===== src/rtl/mc_control.sv =====
// rtl/mc_control.sv - multi-cycle MIPS control FSM (fetch/decode/execute/memory/write-back)
//
// Purpose: sequences each instruction through the multi-cycle datapath one
// step per clock, stalling in FETCH/MEM_RD/MEM_WR until mem_ready_i.
// Optional MULT/DIV support is compiled in with `define MC_CONTROL_MDU_EN.
//
// Ports:
//   clk_i, rst_i         clock, asynchronous active-high reset
//   opcode_i, funct_i    IR[31:26], IR[5:0]
//   mem_ready_i          memory completes the current access this cycle
//   pc_write_o           unconditional PC load (Mealy on mem_ready_i in FETCH)
//   pc_write_cond_o      PC load qualified by ALU branch result
//   pc_source_o          00 ALU, 01 ALUOut, 10 jump target, 11 rs
//   i_or_d_o             memory address: 0 PC, 1 ALUOut
//   mem_read_o, mem_write_o, ir_write_o   memory/IR strobes
//   reg_write_o, reg_dst_o, mem_to_reg_o  register file write controls
//   alu_src_a_o, alu_src_b_o, alu_op_o    ALU operand/operation selects
//   mdu_start_o          one-cycle MULT/DIV launch pulse
//   illegal_o            one-cycle pulse on an undecodable instruction
//   state_o              current state (debug)

module mc_control #(
   parameter int ALUOP_W    = 4,
   parameter int MDU_CYCLES = 8
) (
   input  logic               clk_i,
   input  logic               rst_i,
   input  logic [5:0]         opcode_i,
   input  logic [5:0]         funct_i,
   input  logic               mem_ready_i,
   output logic               pc_write_o,
   output logic               pc_write_cond_o,
   output logic [1:0]         pc_source_o,
   output logic               i_or_d_o,
   output logic               mem_read_o,
   output logic               mem_write_o,
   output logic               ir_write_o,
   output logic               reg_write_o,
   output logic [1:0]         reg_dst_o,
   output logic [1:0]         mem_to_reg_o,
   output logic               alu_src_a_o,
   output logic [1:0]         alu_src_b_o,
   output logic [ALUOP_W-1:0] alu_op_o,
   output logic               mdu_start_o,
   output logic               illegal_o,
   output logic [3:0]         state_o
);

   typedef enum logic [3:0] {
      S_FETCH    = 4'd0,
      S_DECODE   = 4'd1,
      S_EXEC_R   = 4'd2,
      S_WB_R     = 4'd3,
      S_EXEC_I   = 4'd4,
      S_WB_I     = 4'd5,
      S_MEM_ADDR = 4'd6,
      S_MEM_RD   = 4'd7,
      S_WB_MEM   = 4'd8,
      S_MEM_WR   = 4'd9,
      S_BRANCH   = 4'd10,
      S_JUMP     = 4'd11,
      S_MDU_WAIT = 4'd12
   } state_t;

   localparam logic [3:0] OP_ADD  = 4'b0001;
   localparam logic [3:0] OP_SUB  = 4'b0010;
   localparam logic [3:0] OP_AND  = 4'b0011;
   localparam logic [3:0] OP_OR   = 4'b0100;
   localparam logic [3:0] OP_NOR  = 4'b0101;
   localparam logic [3:0] OP_SLT  = 4'b0110;
   localparam logic [3:0] OP_SLL  = 4'b0111;
   localparam logic [3:0] OP_SRL  = 4'b1000;
   localparam logic [3:0] OP_SRA  = 4'b1001;
   localparam logic [3:0] OP_ADDU = 4'b1010;
   localparam logic [3:0] OP_SUBU = 4'b1011;
   localparam logic [3:0] OP_BGTZ = 4'b1100;
   localparam logic [3:0] OP_BGEZ = 4'b1101;
   localparam logic [3:0] OP_BNE  = 4'b1110;
   localparam logic [3:0] OP_LUI  = 4'b1111;

   localparam logic [5:0] OPC_RTYPE = 6'b000000;
   localparam logic [5:0] OPC_JAL   = 6'b000011;
   localparam logic [5:0] OPC_LW    = 6'b100011;
   localparam logic [5:0] OPC_SW    = 6'b101011;
   localparam logic [5:0] FN_JR     = 6'b001000;

   state_t     state_q, state_d;
   logic [3:0] r_aop, i_aop, b_aop;
   logic       r_ok, i_ok, b_ok;
   logic       is_jr, is_jal, is_mem, is_mdu;
   state_t     dec_next;
   logic       dec_ill;
   logic [3:0] aop;

   // ------------------------------------------------------------------
   // Instruction field decode
   // ------------------------------------------------------------------
   always_comb begin
      r_aop = OP_ADD;
      r_ok  = 1'b1;
      case (funct_i)
         6'b100000: r_aop = OP_ADD;
         6'b100001: r_aop = OP_ADDU;
         6'b100010: r_aop = OP_SUB;
         6'b100011: r_aop = OP_SUBU;
         6'b100100: r_aop = OP_AND;
         6'b100101: r_aop = OP_OR;
         6'b100111: r_aop = OP_NOR;
         6'b101010: r_aop = OP_SLT;
         6'b000000: r_aop = OP_SLL;
         6'b000010: r_aop = OP_SRL;
         6'b000011: r_aop = OP_SRA;
         default:   r_ok  = 1'b0;
      endcase

      i_aop = OP_ADD;
      i_ok  = 1'b1;
      case (opcode_i)
         6'b001000: i_aop = OP_ADD;
         6'b001001: i_aop = OP_ADDU;
         6'b001100: i_aop = OP_AND;
         6'b001101: i_aop = OP_OR;
         6'b001010: i_aop = OP_SLT;
         6'b001111: i_aop = OP_LUI;
         default:   i_ok  = 1'b0;
      endcase

      // bgez is REGIMM (opcode 000001); rt is not visible here
      b_aop = OP_SUB;
      b_ok  = 1'b1;
      case (opcode_i)
         6'b000100: b_aop = OP_SUB;
         6'b000101: b_aop = OP_BNE;
         6'b000111: b_aop = OP_BGTZ;
         6'b000001: b_aop = OP_BGEZ;
         default:   b_ok  = 1'b0;
      endcase

      is_jr  = (opcode_i == OPC_RTYPE) && (funct_i == FN_JR);
      is_jal = (opcode_i == OPC_JAL);
      is_mem = (opcode_i == OPC_LW) || (opcode_i == OPC_SW);
`ifdef MC_CONTROL_MDU_EN
      is_mdu = (opcode_i == OPC_RTYPE) &&
               ((funct_i == 6'b011000) || (funct_i == 6'b011010));
`else
      is_mdu = 1'b0;
`endif

      dec_next = S_FETCH;
      dec_ill  = 1'b0;
      if (opcode_i == OPC_RTYPE) begin
         if (r_ok)        dec_next = S_EXEC_R;
         else if (is_jr)  dec_next = S_JUMP;
         else if (is_mdu) dec_next = S_MDU_WAIT;
         else             dec_ill  = 1'b1;
      end else if (i_ok)   dec_next = S_EXEC_I;
      else if (is_mem)     dec_next = S_MEM_ADDR;
      else if (b_ok)       dec_next = S_BRANCH;
      else if (is_jal)     dec_next = S_JUMP;
      else                 dec_ill  = 1'b1;
   end

   // ------------------------------------------------------------------
   // MDU busy counter
   // ------------------------------------------------------------------
`ifdef MC_CONTROL_MDU_EN
   localparam logic [7:0] MDU_LOAD = 8'(MDU_CYCLES - 1);
   logic [7:0] cnt_q, cnt_d;

   always_ff @(posedge clk_i or posedge rst_i) begin
      if (rst_i) cnt_q <= 8'd0;
      else       cnt_q <= cnt_d;
   end

   always_comb begin
      cnt_d = cnt_q;
      if (state_q == S_DECODE && state_d == S_MDU_WAIT)
         cnt_d = MDU_LOAD;
      else if (state_q == S_MDU_WAIT && cnt_q != 8'd0)
         cnt_d = cnt_q - 8'd1;
   end
`else
   logic [7:0] unused_mdu_cycles;
   assign unused_mdu_cycles = 8'(MDU_CYCLES);
`endif

   // ------------------------------------------------------------------
   // FSM: state register
   // ------------------------------------------------------------------
   always_ff @(posedge clk_i or posedge rst_i) begin
      if (rst_i) state_q <= S_FETCH;
      else       state_q <= state_d;
   end

   // ------------------------------------------------------------------
   // FSM: next state
   // ------------------------------------------------------------------
   always_comb begin
      state_d = S_FETCH;
      case (state_q)
         S_FETCH:    state_d = mem_ready_i ? S_DECODE : S_FETCH;
         S_DECODE:   state_d = dec_next;
         S_EXEC_R:   state_d = S_WB_R;
         S_EXEC_I:   state_d = S_WB_I;
         S_MEM_ADDR: state_d = (opcode_i == OPC_LW) ? S_MEM_RD : S_MEM_WR;
         S_MEM_RD:   state_d = mem_ready_i ? S_WB_MEM : S_MEM_RD;
         S_MEM_WR:   state_d = mem_ready_i ? S_FETCH : S_MEM_WR;
`ifdef MC_CONTROL_MDU_EN
         S_MDU_WAIT: state_d = (cnt_q == 8'd0) ? S_FETCH : S_MDU_WAIT;
`endif
         default:    state_d = S_FETCH;
      endcase
   end

   // ------------------------------------------------------------------
   // FSM: outputs (forced to 0 while reset is held)
   // ------------------------------------------------------------------
   always_comb begin
      pc_write_o      = 1'b0;
      pc_write_cond_o = 1'b0;
      pc_source_o     = 2'b00;
      i_or_d_o        = 1'b0;
      mem_read_o      = 1'b0;
      mem_write_o     = 1'b0;
      ir_write_o      = 1'b0;
      reg_write_o     = 1'b0;
      reg_dst_o       = 2'b00;
      mem_to_reg_o    = 2'b00;
      alu_src_a_o     = 1'b0;
      alu_src_b_o     = 2'b00;
      aop             = 4'b0000;
      mdu_start_o     = 1'b0;
      illegal_o       = 1'b0;
      if (!rst_i) begin
         case (state_q)
            S_FETCH: begin
               mem_read_o  = 1'b1;
               alu_src_b_o = 2'b01;
               aop         = OP_ADD;
               // IR/PC load only on the cycle the fetch completes
               ir_write_o  = mem_ready_i;
               pc_write_o  = mem_ready_i;
            end
            S_DECODE: begin
               alu_src_b_o = 2'b11;
               aop         = OP_ADD;
               illegal_o   = dec_ill;
            end
            S_EXEC_R: begin
               alu_src_a_o = 1'b1;
               aop         = r_aop;
            end
            S_WB_R: reg_write_o = 1'b1;
            S_EXEC_I: begin
               alu_src_a_o = 1'b1;
               alu_src_b_o = 2'b10;
               aop         = i_aop;
            end
            S_WB_I: begin
               reg_write_o = 1'b1;
               reg_dst_o   = 2'b01;
            end
            S_MEM_ADDR: begin
               alu_src_a_o = 1'b1;
               alu_src_b_o = 2'b10;
               aop         = OP_ADD;
            end
            S_MEM_RD: begin
               mem_read_o = 1'b1;
               i_or_d_o   = 1'b1;
            end
            S_WB_MEM: begin
               reg_write_o  = 1'b1;
               reg_dst_o    = 2'b01;
               mem_to_reg_o = 2'b01;
            end
            S_MEM_WR: begin
               mem_write_o = 1'b1;
               i_or_d_o    = 1'b1;
            end
            S_BRANCH: begin
               alu_src_a_o     = 1'b1;
               aop             = b_aop;
               pc_write_cond_o = 1'b1;
               pc_source_o     = 2'b01;
            end
            S_JUMP: begin
               pc_write_o = 1'b1;
               if (is_jal) begin
                  pc_source_o  = 2'b10;
                  reg_write_o  = 1'b1;
                  reg_dst_o    = 2'b10;
                  mem_to_reg_o = 2'b10;
               end else begin
                  pc_source_o  = 2'b11;
               end
            end
`ifdef MC_CONTROL_MDU_EN
            // counter still holds its load value only in the entry cycle
            S_MDU_WAIT: mdu_start_o = (cnt_q == MDU_LOAD);
`endif
            default: ;
         endcase
      end
   end

   assign alu_op_o = ALUOP_W'(aop);
   assign state_o  = rst_i ? 4'd0 : state_q;

endmodule

===== config.mk =====
export PLATFORM = sky130hd
export DESIGN_NAME = mc_control
export DESIGN_NICKNAME = d
export VERILOG_FILES = /design/src/rtl/mc_control.sv
export SDC_FILE = /design/constraint.sdc
export NUM_CORES = 1
export LEC_CHECK = 0
export CORE_UTILIZATION = 30
export CTS_CLUSTER_SIZE = 24
export DETAILED_ROUTE_END_ITERATION = 8
export GPL_TIMING_DRIVEN = 0
export PLACE_DENSITY = 0.55
export SLEW_MARGIN = 25
export SYNTH_ARGS = -nofsm -noshare
export SYNTH_HDL_FRONTEND = slang
export SYNTH_SLANG_ARGS = --single-unit

===== constraint.sdc =====
create_clock -name clk_i -period 2.32 [get_ports clk_i]
set_clock_uncertainty 0.1 [all_clocks]
set_input_delay 0.464 -clock clk_i [delete_from_list [all_inputs] [get_ports clk_i]]
set_output_delay 0.464 -clock clk_i [all_outputs]
set_load 0.01 [all_outputs]

==> results of run 1 <==
worst max-delay path, cell delays in order, from the launching register on:
cell	delay, ps
dfrtp_2	450
or4b_4	600
buf_4	170
nor3_4	130
a21oi_2	90
a21oi_2	120
buf_2	130
per-stage QoR:
stage	setup TNS (ps)	total power, mW	hold slack [ps]	cell area (um2)	setup slack, ps
detailed placement	-10250	0.753	699	1480	-833
finish	-358	0.956	242	1750	-162
floorplan	0	0.513	149	1070	233
global placement	-9970	0.747	705	1480	-827
global route	-624	1.02	259	1750	-200
CTS	-306	0.912	203	1680	-162
report_power, final:
part	switching, mW	internal [mW]
Clock	0.0268	0.0578
Combinational	0.404	0.354
Sequential	0.0234	0.0902
Total	0.454	0.502
routing by layer:
metal | vias up | part of all wire [%]
met5 | - | 0
met4 | 0 | 0
met3 | 0 | 4.8
met2 | 54 | 50
met1 | 683 | 45
li1 | 702 | -
cell type report:
| cell class | instances | share of cell area, % |
|---|---|---|
| multi-input cells | 135 | 58.2 |
| repair buffers | 51 | 23.7 |
| inverters | 9 | 1.94 |
| well taps | 46 | 3.30 |
| clock buffers | 3 | 1.29 |
| plain buffers | 13 | 5.66 |
| flip-flops and latches | 4 | 5.88 |
synth_stat cells, types with 3 or more instances:
cell type / count / area [um2]
nand2_1: 8 / 30.0
inv_1: 9 / 33.8
o22ai_1: 3 / 18.8
nor2_1: 22 / 82.6
nand3_1: 4 / 20.0
dfrtp_1: 4 / 100
o21ai_0: 4 / 20.0
nor2b_1: 6 / 37.5
a21oi_1: 9 / 45.0
nor3_1: 12 / 60.1
nor3b_1: 3 / 22.5
clkbuf_1: 3 / 11.3
buf_2: 9 / 45.0
or3_1: 4 / 25.0
nand3b_1: 5 / 37.5
nand2b_1: 6 / 37.5
o21ai_1: 4 / 20.0
cell families after synthesis:
kind of cell           Yosys count  share of synthesized area (%)
AO/OA/AOI/OAI                   44                           29.1
XOR/XNOR                         3                           2.45
buffers and inverters           25                           11.2
flip-flops                       4                           9.31
multiplexers                     2                           1.98
other                            1                          0.349
AND/OR/NAND/NOR                 85                           45.6
what timing repair did:
action / CTS / global route
hold buffers: 0 / 0
endpoints found under the setup margin: 25 / 12
setup buffers: 10 / 6
pin swaps: 11 / 6
hold endpoints to repair: 0 / 0
gates resized for setup: 105 / 18
worst max-delay path by stage:
stage                      from     endpoint  slack, ps  depth (start not counted)
floorplan            funct_i[5]    illegal_o        230                          5
global placement     funct_i[1]    illegal_o       -830                          7
detailed placement  opcode_i[3]  alu_op_o[3]       -830                          7
CTS                  state_q[2]  alu_op_o[2]       -160                          6
global route         state_q[2]  alu_op_o[1]       -200                          6
finish               state_q[2]  alu_op_o[1]       -160                          6
==> key figures, run 1 <==
Synthesis
  – Gate Count Post-Synth: 164
  – Cell Area, Synth: approximately 1100 um2
  – Distinct cell type count after synthesis: 58
  – Syn Area/Cell: 6.55 um2
  – Number of enable flip-flop cells after synthesis: 0
  – Register area share after synthesis: 9.31%
  – Ys async rst share: 100%
  – Synthesis-stage register bit count: 4
  – Top FF cell, synth: dfrtp_1
  – Yosys warning total: 0
  – Net Count, Synth: around 180

Global route
  – GRT met1 Usage: between 20% and 30%
  – Met2 usage: between 30% and 40%
  – First-pass GRT wire length: 5640 um
  – Met3 Usage GRT: 1.24%
  – Total global routing overflow: 0
  – Vias in the first global route: 1207
  – Gr busiest metal: met2
  – Total track usage: approximately a fifth
  – Initial antenna violation count: 0
  – Largest net degree at the start of global routing: 11

Power and ir drop
  – PD cells: between 500 and 600 nW/um2
  – Leakage: 0.768 nW
  – Maximum VDD drop: 0.159 mV

Clock network
  – Num CTS Buffers: 3
  – CTS tree: built
  – Clock-pin slew of the registers on the worst-case setup and hold paths: about 40 ps
  – CTS Sinks: 4
  – Worst-skew pair later-pin latency: about 230 ps
  – CTS max path bufs: 2
  – CTS HTree Levels: 1
  – Root Driver: clkbuf_4

Setup path
  – Worst r2r dst: state_q[0]
  – Worst path arrival time: 1920 ps
  – Reg2Reg Depth: 5
  – Critical path data required time: about 1800 ps
  – R2r setup slk: approximately 710 ps
  – CP Capture Type: output pin
  – CP startpoint kind: flip-flop
  – Reg-to-Reg Start: state_q[1]
  – Setup Crit Path Kind: flip-flop to output pin
  – Critical path fanouts, max: 8

Layout
  – Largest Register: state_q
  – FF+latch area: between 100 and 150 um2
  – Multi-input logic area: approximately 1000 um2
  – Layout cells sized above 1: a little under two fifths
  – Most frequent cells in the layout: nor2_1, buf_4, buf_2
  – Largest register FFs: 4
  – # diodes: 0
  – Top flop regs: state_q: 4 flops
  – Final nets: roughly 230
  – Commonest non-fill, non-tap cell in the layout: nor2_1
  – Fin util: 51.5%
  – Layout Cells excl Fill: ~260
  – P&R area growth vs syn: 62.4%
  – Fillcell total: approximately 340

Drt
  – Via/cell ratio: roughly 5.5
  – DR iter-0 viols: 92
  – Post-Route WL: 3820 um
  – Routed vias: 1439
  – # DRC: 0
  – Final ANT Viol Nets: 0
  – Initial DRT Pass Iterations: 4
  – Routed length per instance: about 15 um

Placement
  – GPL Wtd Cong: 0.845
  – HPWL Detailed: between 2000 and 3000 um
  – Dpl cells: ~250
  – PortBufs: 35

Die
  – IO Count: between 40 and 50
  – Die area: 3830 um2
  – Starting density of the core: roughly a third
  – Die height: 61.9 um
  – Row count: 21
  – Die X-Extent: about 60 um
  – Core area: approximately 3400 um2

Timing
  – Slew Viols, Final: 0
  – Post-route setup slack: -162 ps
  – Crit share post-route: 107%
  – RSZ-0062 raised after global routing: yes
  – Worst slew pin tran: between 500 and 600 ps
  – Fin. Hold Viols: 0
  – Setup violators final: 3
  – Peak Freq: between 400 and 500 MHz
  – Slew margin rel.: a little over three fifths
  – Minimum clock period after layout: approximately 2500 ps

Worst hold path
  – Worst hold-check path type: input pin to asynchronous set/reset pin

Outcome
  – Status: complete, but fails checks
  – Violated checks: setup timing

Run
  – Max cap viols: 0
Note: power is estimated with default switching activity, not from simulation.
==> inputs of run 2 (changes only) <==
--- a/config.mk
+++ b/config.mk
@@ -6,6 +6,7 @@
 export NUM_CORES = 1
 export LEC_CHECK = 0
 export CORE_UTILIZATION = 30
+export CTS_CLUSTER_DIAMETER = 30
 export CTS_CLUSTER_SIZE = 24
 export DETAILED_ROUTE_END_ITERATION = 8
 export GPL_TIMING_DRIVEN = 0
==> results of run 2 <==
Same layout as run 1: the final DEF is identical, and so are final timing and power.
==> inputs of run 3 (changes only) <==
--- a/config.mk
+++ b/config.mk
@@ -5,12 +5,14 @@
 export SDC_FILE = /design/constraint.sdc
 export NUM_CORES = 1
 export LEC_CHECK = 0
-export CORE_UTILIZATION = 30
+export ABC_AREA = 1
+export CORE_UTILIZATION = 44
 export CTS_CLUSTER_DIAMETER = 30
 export CTS_CLUSTER_SIZE = 24
 export DETAILED_ROUTE_END_ITERATION = 8
 export GPL_TIMING_DRIVEN = 0
-export PLACE_DENSITY = 0.55
+export PLACE_DENSITY = 0.78
+export SETUP_SLACK_MARGIN = 0.4
 export SLEW_MARGIN = 25
 export SYNTH_ARGS = -nofsm -noshare
 export SYNTH_HDL_FRONTEND = slang
==> run 3 against run 2 <==
  * Via count rose by 36%
  * Maximum frequency rose by 7.8%
  * Worst setup slack better by 180 ps
  * First-iteration DRC count grew 13%
  * Synthesized cell count rose by 29%
  * Critical endpoint is now alu_op_o[3]
  * Register-to-register slack lost 240 ps
  * Worst hold slack improved by 16 ps
  * Critical path depth did not move
  * Non-clock buffer count is 17 higher
  * Utilization grew 43 points
  * The flow now finishes without violations
  * Critical path type unchanged
==> key figures, run 3 <==
Synthesis
  – Compound-Gate Fraction of Synth Area: 17.2% (was 29.1%)
  – Net Count, Synth: 227 (was 179)
  – Register area share after synthesis: 9.58% (was 9.31%)
  – Number of enable flip-flop cells after synthesis: 0 (unchanged)
  – Gate Count Post-Synth: 212 (was 164)
  – Xor and xnor fraction of the mapped netlist area: 0% (was 2.44%)
  – Top post-synthesis cells by area: nand2_1, nor2_1, inv_1, nand3_1, dfrtp_1 (was dfrtp_1, nor2_1, nor3_1, a21oi_1, buf_2)
  – Area leader, netlist: nand2_1 (was dfrtp_1)
  – Synthesis-stage register bit count: 4 (unchanged)
  – Distinct cell type count after synthesis: 25 (was 58)
  – Mux cell area share after synthesis: 0% (was 1.98%)
  – Synth top cells by count: nand2_1, nor2_1, inv_1 (was nor2_1, nor3_1, a21oi_1, buf_2, inv_1)
  – Syn Area/Cell: 4.93 um2 (was 6.55 um2)
  – Post-Synth Adder-Cell Area: 0% (unchanged)
  – Largest family of logic cells by synthesized area: simple AND/OR/NAND/NOR gates (unchanged)
  – Post-Synth Simple-Gate Area: 55.8% (was 45.6%)
  – Cell Area, Synth: 1040 um2 (was 1070 um2)
  – Yosys warning total: 0 (unchanged)
  – Yosys top cell area share: 15.4% (was 9.31%)
  – Top FF cell, synth: dfrtp_1 (unchanged)
  – Ys async rst share: 100% (unchanged)

Global route
  – First-pass GRT wire length: 6550 um (was 5640 um)
  – Largest net degree at the start of global routing: 11 (unchanged)
  – Total track usage: 33.6% (was 19.9%)
  – Initial antenna violation count: 0 (unchanged)
  – Total global routing overflow: 0 (unchanged)
  – Vias in the first global route: 1495 (was 1207)

Layout
  – Final nets: 310 (was 232)
  – # diodes: 0 (unchanged)
  – P&R area growth vs syn: 102% (was 62.4%)
  – Top flop regs: state_q: 4 flops (unchanged)
  – Largest register FFs: 4 (unchanged)
  – Layout cells sized above 1: 62.1% (was 37.2%)
  – Commonest non-fill, non-tap cell in the layout: nand2_1 (was nor2_1)
  – Most frequent cells in the layout: nand2_1, buf_4, nor2_1 (was nor2_1, buf_4, buf_2)
  – Largest Register: state_q (unchanged)
  – Fillcell total: 70 (was 344)

Setup path
  – Setup Crit Path Kind: flip-flop to output pin (unchanged)
  – Critical path data required time: 1760 ps (about the same)
  – Reg-to-Reg Start: state_q[0] (was state_q[1])
  – CP startpoint kind: flip-flop (unchanged)
  – Critical path fanouts, max: 5 (was 8)
  – Worst path arrival time: 1740 ps (was 1920 ps)
  – CP Capture Type: output pin (unchanged)
  – CP startpoint: state_q[0] (was state_q[2])

Outcome
  – Status: finished clean (was complete, but fails checks)

Power and ir drop
  – Leakage: 1.12 nW (was 0.768 nW)
  – Maximum VDD drop: 0.711 mV (was 0.159 mV)
  – PD cells: 681 nW/um2 (was 548 nW/um2)

Placement
  – Worst slack at placement: -658 ps (was -833 ps)
  – HPWL Detailed: 2410 um (was 2700 um)
  – PortBufs: 39 (was 35)
  – GPL Wtd Cong: 0.930 (was 0.845)

Clock network
  – CTS HTree Levels: 1 (unchanged)
  – Worst-skew pair later-pin latency: 260 ps (was 230 ps)
  – Hold_buf cts: 0 (unchanged)
  – Root Driver: clkbuf_4 (unchanged)
  – CTS Sinks: 4 (unchanged)
  – CTS max path bufs: 2 (unchanged)
  – CTS tree: built (unchanged)
  – Num CTS Buffers: 3 (unchanged)
  – Clock-pin slew of the registers on the worst-case setup and hold paths: 50 ps (was 40 ps)

Die
  – Core area: 2230 um2 (was 3390 um2)
  – Die height: 50.7 um (was 61.9 um)
  – Die area: 2570 um2 (was 3830 um2)
  – Row count: 17 (was 21)
  – Starting density of the core: 46.8% (was 31.7%)
  – Die X-Extent: 50.7 um (was 61.9 um)
  – IO Count: 41 (unchanged)

Drt
  – Met3 Wirelength: 719 um (was 184 um)
  – DR iter-0 viols: 104 (was 92)
  – Post-Route WL: 6090 um (was 3820 um)
  – Final ANT Viol Nets: 0 (unchanged)
  – Routed metal-1 wirelength: 2140 um (was 1740 um)
  – Routed length per instance: 19.0 um (was 14.6 um)
  – Met2 routed WL: 2680 um (was 1900 um)
  – Via/cell ratio: 6.07 (was 5.51)
  – Top Metal Used: met4 (was met3)
  – Routed vias: 1950 (was 1439)
  – # DRC: 0 (unchanged)
  – Initial DRT Pass Iterations: 5 (was 4)

Timing
  – Setup violators final: 0 (was 3)
  – Fin. Hold Viols: 0 (unchanged)
  – Post-route setup slack: 17.3 ps (was -162 ps)
  – Peak Freq: 434 MHz (was 403 MHz)
  – Minimum clock period after layout: 2300 ps (was 2480 ps)
  – RSZ-0062 raised after global routing: yes (unchanged)
  – Crit share post-route: 99.3% (was 107%)
  – Slew Viols, Final: 0 (unchanged)
  – Final TNS setup: 0 ps (was -358 ps)

Worst hold path
  – Worst hold-check path type: input pin to asynchronous set/reset pin (unchanged)

Run
  – Max cap viols: 0 (unchanged)
[run 3: changes by cell type after synthesis, moves of 12 or more]
| cell | previous run | this run |
|---|---|---|
| nor2_2 | 1 | 13 |
| nor2_1 | 22 | 43 |
| nand2_1 | 8 | 43 |
| inv_1 | 9 | 31 |
| nand3_1 | 4 | 21 |
| inv_2 | 0 | 12 |
[run 3: worst max-delay path: stages, from the launching register on]
cell and delay, ps:
dfrtp_2 470, nor2_4 210, inv_2 90, nor2_4 170, o21ai_0 160, a31oi_1 220, buf_2 160
[run 3: path summary, 6_finish.rpt]
kind | to | slack [ps] | cells past startpoint
max | alu_op_o[3] | 20 | 6
max reg2reg | state_q[0] | 470 | 8
max in group asynchronous | state_q[3] | 1650 | 3
min | state_q[0] | 260 | 3
min in group clk_i | state_q[2] | 570 | 5
min reg2reg | state_q[1] | 840 | 6
[run 3: report_power, final]
group          leakage [nW]  switching, mW  internal [mW]
Clock                0.0138         0.0402         0.0586
Combinational          1.06          0.666          0.520
Sequential           0.0476         0.0542         0.0966
[run 3: cells by family (layout without fill, tap and decap cells)]
group | after synthesis | count (layout)
flip-flops | 4 | 4
buffers and inverters | 46 | 127
AO/OA/AOI/OAI | 32 | 32
other | 1 | 1
AND/OR/NAND/NOR | 129 | 129
[run 3: final cells by class]
cell class / count / area, um2 / area share [%]
multi-input combinational: 162 / 1090 / 51.8
timing repair buffer: 78 / 651 / 30.9
inverter: 43 / 176 / 8.37
sequential: 4 / 105 / 4.99
tap: 28 / 35.0 / 1.66
buffer: 3 / 26.3 / 1.25
clock buffer: 3 / 22.5 / 1.07
[run 3: per-layer routing]
metal | vias to the layer above | GRT usage [%]
li1 | 827 | -
met1 | 860 | 40.5
met2 | 192 | 58.2
met3 | 71 | 6.06
met4 | 0 | 13.4
met5 | - | 0
[run 3: repair_timing]
action                                  CTS  global route
setup buffers                            22            17
gates resized for setup                 240            58
endpoints found under the setup margin   25            26
pin swaps                                25            28
[run 3: metrics by stage]
step,cell area (um2),utilization [%],std cells,hold WS [ps],power [mW]
6_report,2110,94.4,321,258,1.44
5_1_grt,2110,94.4,321,301,1.48
4_1_cts,1840,82.3,304,348,1.04
3_5_place_dp,1470,65.8,279,683,0.692
3_3_place_gp,1470,65.8,279,687,0.689
2_1_floorplan,1040,-,212,304,0.463
